**src/rtl/vga_sync_gen_if.sv**
```systemverilog
// vga_sync_gen_if -- signal bundle between the VGA timing generator and the
// renderer / display side.
//   master : timing generator (drives counters, syncs, rgb; reads renderer)
//   slave  : renderer / monitor (drives pix_on and colours; reads timing)
// Signals:
//   pix_on       renderer foreground flag for the current hc/vc
//   fg_rgb       foreground colour {R4,G4,B4}
//   bg_rgb       background colour {R4,G4,B4}
//   hc, vc       horizontal / vertical position counters
//   pix_tick     one-clk pixel-rate strobe
//   hsync, vsync registered active-low syncs, aligned with rgb
//   rgb          registered pixel colour
//   frame_start  one-clk pulse at the frame wrap
//   frame_cnt    frame counter, present only with VGA_FRAME_CNT_EN defined
interface vga_sync_gen_if;
  logic        pix_on;
  logic [11:0] fg_rgb;
  logic [11:0] bg_rgb;
  logic [9:0]  hc;
  logic [9:0]  vc;
  logic        pix_tick;
  logic        hsync;
  logic        vsync;
  logic [11:0] rgb;
  logic        frame_start;
`ifdef VGA_FRAME_CNT_EN
  logic [15:0] frame_cnt;
`endif

  modport master (
    input  pix_on, fg_rgb, bg_rgb,
    output hc, vc, pix_tick, hsync, vsync, rgb, frame_start
`ifdef VGA_FRAME_CNT_EN
    , output frame_cnt
`endif
  );

  modport slave (
    output pix_on, fg_rgb, bg_rgb,
    input  hc, vc, pix_tick, hsync, vsync, rgb, frame_start
`ifdef VGA_FRAME_CNT_EN
    , input  frame_cnt
`endif
  );
endinterface

```
**src/rtl/vga_sync_gen.sv**
```systemverilog
// vga_sync_gen -- VGA timing generator with a registered pixel output stage.
// A 2-bit divider produces pix_tick every DIV system clocks; hc/vc advance
// only on pix_tick. Syncs and rgb are registered on pix_tick from the current
// hc/vc, so they lag the counters by exactly one pixel tick.
// Optional feature: define VGA_FRAME_CNT_EN to add the 16-bit frame_cnt
// output (counts frame_start pulses, wraps at 0xFFFF).
// Ports:
//   clk  system clock (single domain)
//   rst  synchronous reset, active-high, dominates every other event
//   vga  vga_sync_gen_if.master bundle (see interface file for signals)
module vga_sync_gen #(
  parameter int H_TOTAL = 800,
  parameter int V_TOTAL = 525,
  parameter int H_SYNC  = 96,
  parameter int V_SYNC  = 2,
  parameter int HBP     = 144,
  parameter int HFP     = 784,
  parameter int VBP     = 35,
  parameter int VFP     = 515,
  parameter int DIV     = 4
) (
  input  logic          clk,
  input  logic          rst,
  vga_sync_gen_if.master vga
);

  // Constants sized to the 10-bit counters so all compares are unsigned
  // and width-matched.
  localparam logic [1:0] DIV_LAST = 2'(DIV - 1);
  localparam logic [9:0] H_LAST   = 10'(H_TOTAL - 1);
  localparam logic [9:0] V_LAST   = 10'(V_TOTAL - 1);
  localparam logic [9:0] H_SYNC_C = 10'(H_SYNC);
  localparam logic [9:0] V_SYNC_C = 10'(V_SYNC);
  localparam logic [9:0] HBP_C    = 10'(HBP);
  localparam logic [9:0] HFP_C    = 10'(HFP);
  localparam logic [9:0] VBP_C    = 10'(VBP);
  localparam logic [9:0] VFP_C    = 10'(VFP);

  logic [1:0]  div_cnt;
  logic [9:0]  hc;
  logic [9:0]  vc;
  logic        tick;
  logic        h_wrap;
  logic        frame_wrap;
  logic        hs_raw;
  logic        vs_raw;
  logic        video_on;
  logic        hsync_q;
  logic        vsync_q;
  logic [11:0] rgb_q;

  // Tick is gated by rst so nothing downstream sees an event in a reset clk.
  assign tick       = (div_cnt == DIV_LAST) && !rst;
  assign h_wrap     = (hc == H_LAST);
  assign frame_wrap = tick && h_wrap && (vc == V_LAST);

  // Pixel-rate divider
  always_ff @(posedge clk) begin
    if (rst)       div_cnt <= '0;
    else if (tick) div_cnt <= '0;
    else           div_cnt <= div_cnt + 2'd1;
  end

  // Position counters; hold between ticks
  always_ff @(posedge clk) begin
    if (rst) begin
      hc <= '0;
      vc <= '0;
    end else if (tick) begin
      if (h_wrap) begin
        hc <= '0;
        vc <= (vc == V_LAST) ? '0 : vc + 10'd1;
      end else begin
        hc <= hc + 10'd1;
      end
    end
  end

  // Raw timing decode from the current position
  always_comb begin
    hs_raw   = (hc >= H_SYNC_C);
    vs_raw   = (vc >= V_SYNC_C);
    video_on = (hc >= HBP_C) && (hc < HFP_C) && (vc >= VBP_C) && (vc < VFP_C);
  end

  // Pixel stage: one tick behind hc/vc; blanking forces black
  always_ff @(posedge clk) begin
    if (rst) begin
      hsync_q <= 1'b1;
      vsync_q <= 1'b1;
      rgb_q   <= 12'h000;
    end else if (tick) begin
      hsync_q <= hs_raw;
      vsync_q <= vs_raw;
      rgb_q   <= video_on ? (vga.pix_on ? vga.fg_rgb : vga.bg_rgb) : 12'h000;
    end
  end

`ifdef VGA_FRAME_CNT_EN
  logic [15:0] frame_cnt_q;

  always_ff @(posedge clk) begin
    if (rst)             frame_cnt_q <= '0;
    else if (frame_wrap) frame_cnt_q <= frame_cnt_q + 16'd1;
  end

  assign vga.frame_cnt = frame_cnt_q;
`endif

  assign vga.hc          = hc;
  assign vga.vc          = vc;
  assign vga.pix_tick    = tick;
  assign vga.hsync       = hsync_q;
  assign vga.vsync       = vsync_q;
  assign vga.rgb         = rgb_q;
  assign vga.frame_start = frame_wrap;

endmodule

```
**src/flat_wrapper.sv**
```systemverilog
// flat-port wrapper written by rule: the top's interface ports become plain ports
module vga_sync_gen_flat 
#(
  parameter int H_TOTAL = 800,
  parameter int V_TOTAL = 525,
  parameter int H_SYNC  = 96,
  parameter int V_SYNC  = 2,
  parameter int HBP     = 144,
  parameter int HFP     = 784,
  parameter int VBP     = 35,
  parameter int VFP     = 515,
  parameter int DIV     = 4
)
  (clk, rst, vga_pix_on, vga_fg_rgb, vga_bg_rgb, vga_hc, vga_vc, vga_pix_tick, vga_hsync, vga_vsync, vga_rgb, vga_frame_start);
  vga_sync_gen_if vga_i ();
  input  logic clk;
  input  logic rst;
  input wire logic [$bits(vga_i.pix_on)-1:0] vga_pix_on;
  input wire logic [$bits(vga_i.fg_rgb)-1:0] vga_fg_rgb;
  input wire logic [$bits(vga_i.bg_rgb)-1:0] vga_bg_rgb;
  output wire logic [$bits(vga_i.hc)-1:0] vga_hc;
  output wire logic [$bits(vga_i.vc)-1:0] vga_vc;
  output wire logic [$bits(vga_i.pix_tick)-1:0] vga_pix_tick;
  output wire logic [$bits(vga_i.hsync)-1:0] vga_hsync;
  output wire logic [$bits(vga_i.vsync)-1:0] vga_vsync;
  output wire logic [$bits(vga_i.rgb)-1:0] vga_rgb;
  output wire logic [$bits(vga_i.frame_start)-1:0] vga_frame_start;
  assign vga_i.pix_on = vga_pix_on;
  assign vga_i.fg_rgb = vga_fg_rgb;
  assign vga_i.bg_rgb = vga_bg_rgb;
  assign vga_hc = vga_i.hc;
  assign vga_vc = vga_i.vc;
  assign vga_pix_tick = vga_i.pix_tick;
  assign vga_hsync = vga_i.hsync;
  assign vga_vsync = vga_i.vsync;
  assign vga_rgb = vga_i.rgb;
  assign vga_frame_start = vga_i.frame_start;
  vga_sync_gen #(.H_TOTAL(H_TOTAL), .V_TOTAL(V_TOTAL), .H_SYNC(H_SYNC), .V_SYNC(V_SYNC), .HBP(HBP), .HFP(HFP), .VBP(VBP), .VFP(VFP), .DIV(DIV)) u_core (.clk(clk), .rst(rst), .vga(vga_i));
endmodule
```
**config.mk**
```make
export PLATFORM = sky130hd
export DESIGN_NAME = vga_sync_gen_flat
export DESIGN_NICKNAME = d
export VERILOG_FILES = /design/src/rtl/vga_sync_gen_if.sv /design/src/rtl/vga_sync_gen.sv /design/src/flat_wrapper.sv
export SDC_FILE = /design/constraint.sdc
export NUM_CORES = 1
export LEC_CHECK = 0
export CORE_MARGIN = 3
export CORE_UTILIZATION = 48
export CTS_CLUSTER_SIZE = 40
export DETAILED_ROUTE_END_ITERATION = 6
export PLACE_DENSITY = 0.84
export SETUP_SLACK_MARGIN = 0.2
export SLEW_MARGIN = 5
export SYNTH_ARGS = -nofsm -noshare
export SYNTH_HDL_FRONTEND = slang
export SYNTH_SLANG_ARGS = --single-unit
```
**constraint.sdc**
```tcl
create_clock -name clk -period 6 [get_ports clk]
set_input_delay 1.2 -clock clk [delete_from_list [all_inputs] [get_ports clk]]
set_output_delay 1.2 -clock clk [all_outputs]
set_load 0.005 [all_outputs]
```
# Yosys cells after proc, flatten, opt, wreduce, memory -nomap -nowiden
# Cells that the tools add are included.
[word_totals] ff_bits=36 input_bits=27 out_inout_bits=36 elab_cells=31
[classes] add_sub_neg=3 n_lt_le_gt_ge=6 n_eq_ne=3 muxes=4 n_reduce_logical=9
[op_table] cell="12-bit 2-to-1 mux" n=2
[op_table] cell="10-bit by 1-bit adder with 10-bit output (second input constant)" n=2
[op_table] cell="10-bit == test (second input constant)" n=2
[op_table] cell="10-bit < comparator (second input constant)" n=2
[op_table] cell="10-bit 2-to-1 mux" n=2
[op_table] cell="10-bit by 2-bit >= comparator with 1-bit output (second input constant)" n=1
[op_table] cell="10-bit by 6-bit >= comparator with 1-bit output (second input constant)" n=1
[op_table] cell="10-bit by 7-bit >= comparator with 1-bit output (second input constant)" n=1
[op_table] cell="10-bit by 8-bit >= comparator with 1-bit output (second input constant)" n=1
[op_table] cell="1-bit logical AND" n=6
[op_table] cell="2-bit by 1-bit adder with 2-bit output (second input constant)" n=1
[op_table] cell="2-bit == test (second input constant)" n=1
[op_table] cell="2-bit AND reduction" n=1
[op_table] cell="2-bit OR reduction" n=1
[op_table] cell="1-bit zero test" n=1

# Depth between registers and ports, before layout
[depth] depth_word=5 depth_mapped=6 ltp_nobuf=6

# Worst setup path after synthesis
# No wires, ideal clock.
[synth_path] path_kind="input -> output" startpoint="in rst" endpoint="out vga_frame_start" arrival_time_ns=2.343 t_required_ns=4.800 setup_slack_ns=2.457 path_stages=4 path_buffers=1 cell_sequence="nand2b_1 or4_4 buf_2 nor3_1"
[synth_between] elab_chain_cells=4
[synth_rtl] item="from (decl)" line_no="flat_wrapper.sv:17" rtl="input logic rst;"
[synth_rtl] item="1-bit zero test" line_no="vga_sync_gen.sv:53" rtl="assign tick = (div_cnt == DIV_LAST) && !rst;"
[synth_rtl] item="1-bit logical AND" line_no="vga_sync_gen.sv:53"
[synth_rtl] item="1-bit logical AND (2 in series)" line_no="vga_sync_gen.sv:55" rtl="assign frame_wrap = tick && h_wrap && (vc == V_LAST);"
[synth_rtl] item="to (decl)" line_no="flat_wrapper.sv:27" rtl="output wire logic [$bits(vga_i.frame_start)-1:0] vga_frame_start;"
# No other way between the ends.

# Final worst setup path
# Ends and elaborated chain as after synthesis.

==> out/summary.txt <==
CP arrival = 3490 ps
CP max stage cell = or4_4
Postcts setup bufs = 0
GPL Wtd Cong = 0.850
Gr ovfl total = 0
Initial core utilization = 51.2%
Die Area = 4400 um2
Io pins = 63
Initial antenna violation count = 0
CP endpoint kind = output pin
Cells along the critical path = clkdlybuf4s50_1 > buf_4 > nand2b_1 > or4_4 > nor3_1 > clkdlybuf4s50_1
Drc violations = 0
Final setup fails = 0
# hold bufs at CTS = 0
Via Count = 1640
Layout fillers = 302
Register area share after synthesis = 41.2%
Pre-CTS WS = 1330 ps
Port Buffers = 62
Max Cap Viol = 0
Antenna viol nets, final = 0
Crit path launch type = input pin
Layout cells sized above 1 = 3.80%
Core area = 3420 um2
Largest net degree at the start of global routing = 16
CTS H-Tree Depth = 2
Synthesized flop and latch total = 36
Max Buffers Root-to-Sink = 2
Final hold vios = 0
Family with the most delay on the worst path = simple AND/OR/NAND/NOR gates
Most used flip-flop cell after synthesis = dfxtp_1
Clk_lat worst skew = 330 ps
Worst min path class = reg -> reg
Status = finished, final reports clean
Die height = 66.3 um
Leakage = 0.851 nW
Vias per cell = 5.31
Max-slew violations = 0
FMAX = 213 MHz
N_diodes = 0
Iter 0 DRT Violations = 145
CTS sink count = 36
WL per Instance = 13.1 um
CP Max Fanout = 15
Rel. slew slack = 45.7%
YS warnings = 0
Synthesized cell area = 1750 um2
Worst-Margin Slew = 811 ps
Clk root buf = clkbuf_4
Ratio of final minimum period to clock period = 78.1%
Post-cts sizing count = 0
DP Wirelength = 3070 um
Setup TNS = 0 ps
CP Class = in -> out
Nets = 296
WL final = 4040 um
GRT Util Overall = 20.5%
Vias in the first global route = 1542
Synthesis-to-layout area growth = 39.4%
First-pass GRT wire length = 6980 um
Req. time, crit path = 4800 ps
Synth cell types = 36
Synth async-reset ratio = 0%
# rows = 21
CTS buffer count = 5
Final setup margin = 1310 ps
Most frequent CP cell = clkdlybuf4s50_1
Unrepaired setup endpoints after global routing = false
VDD IR max = 147 uV
Clock skew = 14.6 ps
Mapped Avg Cell Area = 8.65 um2
Die Width = 66.3 um
Crit path buf inv count = 3
Min cycle time layout = 4690 ps
Pwr/cell area = 164 nW/um2
Minimum hold slack = 435 ps
CTS tree = built
Post-Synthesis Cells = 202
Max stage delay on crit path = 650 ps
Syn_nets = 235
Clock transition at the registers of the reported paths = 100 ps
Drt pass-1 iters = 4
Post-synth EDFFs = 0
==> synthesized netlist by cell type, types with 4 or more instances <==
master / n / area (um2)
nor4_1: 7 / 43.8
nand2_1: 23 / 86.3
ha_1: 6 / 75.1
nor2_1: 17 / 63.8
mux2i_1: 15 / 150
o21ai_0: 16 / 80.1
dfxtp_1: 36 / 721
clkbuf_1: 6 / 22.5
nand2b_1: 4 / 25.0
inv_1: 7 / 26.3
nand3_1: 6 / 30.0
xnor2_1: 7 / 61.3
nor3_1: 9 / 45.0
a21oi_1: 6 / 30.0
nand4_1: 7 / 43.8
==> cells in the final DEF (no fill, tap or decap), types with 2 or more instances in the layout <==
cell type / instances
a21oi_1: 6
and4_1: 2
and4b_1: 2
clkbuf_4: 5
clkdlybuf4s50_1: 62
dfxtp_1: 36
ha_1: 6
inv_1: 7
mux2i_1: 15
nand2_1: 23
nand2b_1: 4
nand3_1: 6
nand4_1: 7
nor2_1: 17
nor3_1: 9
nor4_1: 7
o21ai_0: 16
o21bai_1: 2
o31ai_1: 3
or3_1: 2
or4_1: 2
xnor2_1: 7
xor2_1: 3
==> flip-flops by register name, summed over array words and instances (netlist names) <==
name              cells
u_core.vga.hsync      1
u_core.vga.vsync      1
u_core.vga.rgb       12
u_core.vga.hc        10
u_core.div_cnt        2
u_core.vga.vc        10
==> worst reg2reg max path, stage by stage, from the launching register on <==
cell     delay [ps]
dfxtp_1         430
ha_1            220
nand4_1         300
or4_4           680
or4_1           520
a21oi_1         160
==> routing by layer <==
metal	share of wire [%]	wire length, um	GRT usage (%)	vias up
met3	7.8	316	6.97	2
met2	49	1980	34.2	51
met1	43	1720	24.3	740
li1	-	-	-	847
met5	0	0	0	-
met4	0.52	21	7.11	0
==> power by group <==
group | switching, W | total (W) | leakage (nW) | internal (W)
combinational | 0.0000149 | 0.0000398 | 0.532 | 0.0000248
clock | 0.0000734 | 0.000117 | 0.0281 | 0.0000432
sequential | 0.00000148 | 0.000243 | 0.291 | 0.000242
total | 0.0000898 | 0.000400 | 0.851 | 0.000310
==> cell type report <==
cell class	count	area, um2	share of cell area [%]
flip-flops and latches	36	721	29.6
well taps	46	57.6	2.36
clock inverters	1	5.00	0.205
multi-input cells	150	958	39.3
clock buffers	6	41.3	1.69
repair buffers	63	628	25.8
inverters	7	26.3	1.08
==> path summary, 6_finish.rpt <==
| kind | from | endpoint | slack (ps) | cells past startpoint |
|---|---|---|---|---|
| max | rst | vga_frame_start | 1310 | 6 |
| min | u_core.div_cnt[0]$_SDFF_PP0_ | u_core.div_cnt[0]$_SDFF_PP0_ | 440 | 1 |
| max reg2reg | u_core.vga.hc[0]$_SDFFE_PP0P_ | u_core.vga.vc[6]$_SDFFE_PP0P_ | 3620 | 5 |
| min reg2reg | u_core.div_cnt[0]$_SDFF_PP0_ | u_core.div_cnt[0]$_SDFF_PP0_ | 440 | 1 |
==> per-stage QoR <==
stage                     utilization (%)  instances  total power, W  area [um2]
final                                71.4        309        0.000400        2440
after detailed placement             70.0        302        0.000289        2390
after global routing                 71.4        309        0.000421        2440
after global placement               70.0        302        0.000288        2390
after CTS                            71.4        309        0.000406        2440
after floorplan                         -        202        0.000264        1750
==> cell families (layout without fill, tap and decap cells) <==
logic type | count (synthesis) | after routing | share of synthesized area, %
compound gates | 31 | 31 | 10.2
xor+xnor | 10 | 10 | 5.01
fa+ha+maj | 6 | 6 | 4.29
buf+inv | 16 | 77 | 3.94
flops | 36 | 36 | 41.2
mux | 15 | 15 | 8.59
simple gates | 88 | 88 | 26.7
Power figures use the tool's default switching activity.
